File: src/rtl/if_stage.sv
// if_stage: MIPS instruction-fetch stage; owns the PC and the instruction SRAM request,
// and latches a branch redirect that arrives while fetch is stalled.
module if_stage #(
  parameter logic [31:0] RESET_PC = 32'hBFBF_FFFC,
  parameter int          STALL_W  = 6
) (
  input  logic               clk,
  input  logic               rst,
  input  logic [STALL_W-1:0] stall,
  input  logic [32:0]        br_bus,
  output logic [32:0]        if_to_id_bus,
  output logic               inst_sram_en,
  output logic [3:0]         inst_sram_wen,
  output logic [31:0]        inst_sram_addr,
  output logic [31:0]        inst_sram_wdata
);
  logic        r_ce;
  logic        r_br_pend;
  logic [31:0] r_pc;
  logic [31:0] r_br_pend_addr;
  logic        w_br_e;
  logic [31:0] w_br_addr;
  logic [31:0] w_next_pc;
  logic        w_unused;
  assign w_br_e    = br_bus[32];
  assign w_br_addr = br_bus[31:0];
  assign w_unused  = ^stall[STALL_W-1:1];
  // A live redirect beats a pending one, which beats sequential fetch.
  assign w_next_pc = w_br_e ? w_br_addr : r_br_pend ? r_br_pend_addr : r_pc + 32'd4;
  always_ff @(posedge clk) begin
    if (rst) begin
      r_pc           <= RESET_PC;
      r_ce           <= 1'b0;
      r_br_pend      <= 1'b0;
      r_br_pend_addr <= 32'b0;
    end else if (!stall[0]) begin
      r_pc      <= w_next_pc;
      r_ce      <= 1'b1;
      r_br_pend <= 1'b0;
    end else if (w_br_e) begin
      r_br_pend      <= 1'b1;
      r_br_pend_addr <= w_br_addr;
    end
  end
  assign if_to_id_bus    = {r_ce, r_pc};
  assign inst_sram_en    = r_ce;
  assign inst_sram_wen   = 4'b0000;
  assign inst_sram_addr  = r_pc;
  assign inst_sram_wdata = 32'b0;
endmodule
File: config.mk
export PLATFORM = sky130hd
export DESIGN_NAME = if_stage
export DESIGN_NICKNAME = d
export VERILOG_FILES = /design/src/rtl/if_stage.sv
export SDC_FILE = /design/constraint.sdc
export NUM_CORES = 1
export LEC_CHECK = 0
export BUFFER_PORTS_ARGS = -buffer_cell sky130_fd_sc_hd__buf_2
export CORE_MARGIN = 8
export CORE_UTILIZATION = 30
export DETAILED_ROUTE_END_ITERATION = 12
export PLACE_DENSITY = 0.54
export RECOVER_POWER = 100
export SYNTH_ARGS = -nofsm -noshare
export SYNTH_HDL_FRONTEND = slang
export SYNTH_SLANG_ARGS = --single-unit
File: constraint.sdc
create_clock -name clk -period 1.7 [get_ports clk]
set_clock_uncertainty 0.05 [all_clocks]
set_input_delay 0 -clock clk [delete_from_list [all_inputs] [get_ports clk]]
set_output_delay 0 -clock clk [all_outputs]
set_load 0.03 [all_outputs]
==> metrics.md <==
| Metric | Value |
|---|---|
| Status | finished, violations left |
| Post-synthesis cell type count | 59 |
| Achievable clock frequency | 0.580 GHz |
| Die area | 17500 um2 |
| Synthesized area | 4070 um2 |
| DIE WIDTH | 132 um |
| Number of CTS-inserted buffers | 9 |
| Worst Path Required | 1.86 ns |
| Worst-margin pin slew | 0.922 ns |
| Vias in the first global route | 4252 |
| Setup slack, reg-to-reg | -0.03 ns |
| Setup crit end kind | flop |
| Total power | 5.39 mW |
| Drt wl/cell | 16.3 um |
| Via density | 5.12 |
| Worst EP arrival | 1.89 ns |
| Synth Register Bits | 66 |
| Port Buffers | 101 |
| Register area | 1360 um2 |
| Proportion of layout cells with a drive suffix above 1 | 0.251 |
| RSZ-0062 raised after global routing | yes |
| Most used DFF post-synth | dfxtp_1 |
| Max-slew violations | 0 |
| Mean Syn Cell Area | 7.68 um2 |
| Largest net degree at the start of global routing | 44 |
| Hold-critical path depth | 3 |
| Static Leak | 2.23 nW |
| Final Hold Violating Endpoints | 0 |
| Critical R2R Launch | inst_sram_addr[10] |
| Worst Hold Class | primary input to flop |
| YS warnings | 0 |
| Final wirelength | 13900 um |
| Worst Setup SP | inst_sram_addr[10] |
| Via count | 4390 |
| Root Buffer Master | clkbuf_16 |
| Clock Tree Buf Depth | 2 |
| Grt ovf | 0 |
| Residual DRC count | 0 |
| DP Wirelength | 10600 um |
| Final Util | 0.417 |
| Setup ws final | -0.0255 ns |
| Clock sink count | 66 |
| H-tree Lvls | 3 |
| Worst Setup EP | inst_sram_addr[29] |
| Worst vdd ir | 0.000362 V |
| Reg2reg end | inst_sram_addr[29] |
| CP Max Fanout | 7 |
| Final Cycle Share | 1.01 |
| Asr flop ratio synth | 0 |
| Row cnt | 42 |
| Final ANT Viol Nets | 0 |
| CP Launch Type | flop |
| Multi-input logic area | 2270 um2 |
| Clock Latency Late Sink | 0.33 ns |
| Leading cell type in the layout, fill and taps excluded | nand2_1 |
| Die Y | 132 um |
| Max cap viols | 0 |
| Initial Utilization | 0.307 |
| Core ar. | 13200 um2 |
| Fillers | 1365 |
| Final setup fails | 2 |
| CTS tree | done |
| Ports | 143 |
| Seq/Total Area, Yosys | 0.325 |
| P&R area growth vs syn | 35.8% |
| Place WS | -0.138 ns |
| Post-synthesis instance total | 530 |
| Post-synth EDFFs | 0 |
| Highest-count cells in the layout ignoring fill and taps | nand2_1, clkbuf_1, buf_4, a21oi_1, dfxtp_1 |
| Setup CP Type | flop to flop |
| GR Util All Layers | 0.155 |
| Crit path time final | 1.73 ns |
| First-pass GRT wire length | 22500 um |
| Antenna Cells | 0 |
| Initial antenna violation count | 0 |
| CTS clk-pin slew, worst paths | 0.05 ns |
| Placer Congestion | 0.883 |
| Starting DRT DRC Count | 423 |
| PwrDens | 975 nW/um2 |
| Reg2reg path depth | 5 |
| Max-slew headroom | 0.386 |
| Fin nets | 719 |
| Failing checks | negative setup slack |
| Pre-antenna DRT Iters | 5 |
-- report_power, final --
group / switching [mW] / internal, mW
Clock: 0.695 / 1.21
Combinational: 1.12 / 0.602
Sequential: 0.0878 / 1.67
-- cell families (layout without fill, tap and decap cells) --
group / after synthesis / count (layout) / synth area share
and+or+nand+nor: 192 / 192 / 0.240
AOI/OAI and AO/OA: 144 / 144 / 0.242
buffers and inverters: 122 / 238 / 0.179
DFF: 66 / 66 / 0.325
muxes: 4 / 4 / 0.00984
adders and majority gates: 1 / 1 / 0.00307
other: 1 / 36 / 0.000922
-- area by class of cell --
cell class,instances,share of cell area
clock buffer,10,0.0453
clock inverter,5,0.00928
inverter,18,0.0122
multi-input combinational,377,0.411
sequential,66,0.247
tap,176,0.0399
timing repair buffer,205,0.235
-- how the worst min path moves through the flow --
stage	startpoint	endpoint	slack, ns
floorplan	br_bus[0]	r_br_pend_addr[0]	0.09
global placement	br_bus[0]	r_br_pend_addr[0]	0.20
detailed placement	br_bus[1]	r_br_pend_addr[1]	0.21
CTS	rst	r_br_pend_addr[4]	0.06
global route	rst	r_br_pend_addr[4]	0.08
finish	rst	r_br_pend_addr[4]	0.06
-- critical path, stage by stage (launching register included) --
cell and delay [ns]:
dfxtp_2 0.35, nand4_4 0.16, buf_4 0.18, or4_4 0.52, nor4_1 0.27, nor3_1 0.08
-- state kept, by name, summed over array words and instances, names as in the netlist --
register	count
inst_sram_addr	32
inst_sram_en	1
r_br_pend	1
r_br_pend_addr	32
-- cells in the mapped netlist (3+ instances only) --
master     number  share of area
a221oi_1        9          0.019
o21ai_0        17          0.021
a2bb2oi_1      10          0.022
o2111ai_1       5          0.011
o22ai_1         5         0.0077
nand3b_1        6          0.011
nand2_1        85          0.078
nand4_1         9          0.014
and3_1          3         0.0046
or2_2           3         0.0046
and4_1          4         0.0086
inv_1          18          0.017
and2_1          3         0.0046
nor2b_1         4         0.0061
a211oi_1        8          0.015
dfxtp_1        66           0.32
a221o_1         8          0.020
a21oi_1        51          0.063
nor3_1         12          0.015
nand3_1        13          0.016
nand2b_1        5         0.0077
nor2_1         19          0.018
nor4_1         10          0.015
o211ai_1        5         0.0092
buf_4          69           0.13
buf_2           4         0.0049
a311oi_1        8          0.017
clkbuf_1       28          0.026
mux2i_1         4         0.0098
-- through the flow --
step           cells  area (um2)  hold WS, ns  TNS, ns
6_report         857        5530       0.0551  -0.0262
2_1_floorplan    565        4270       0.0860   -0.358
3_5_place_dp     807        4880        0.213   -0.315
3_3_place_gp     807        4880        0.202   -0.180
4_1_cts          855        5540       0.0597  -0.0173
5_1_grt          857        5530       0.0792   -0.504
-- per-layer routing --
metal  wire length (um)  share of wire  vias up  GRT usage
met4                294          0.021        0     0.0694
met2               6480           0.46      187      0.247
met3               1060          0.076       22     0.0333
met1               6110           0.44     2063      0.198
li1                   -              -     2118          -
met5                  0              0        -          0
-- timing repair --
item                                    in CTS  in global routing
endpoints found under the setup margin       9                 14
setup buffers                                1                  3
hold buffers                                32                  0
pin swaps                                    3                  5
hold endpoints to repair                    35                  0
gates resized for setup                      7                 13
Power figures use the tool's default switching activity.
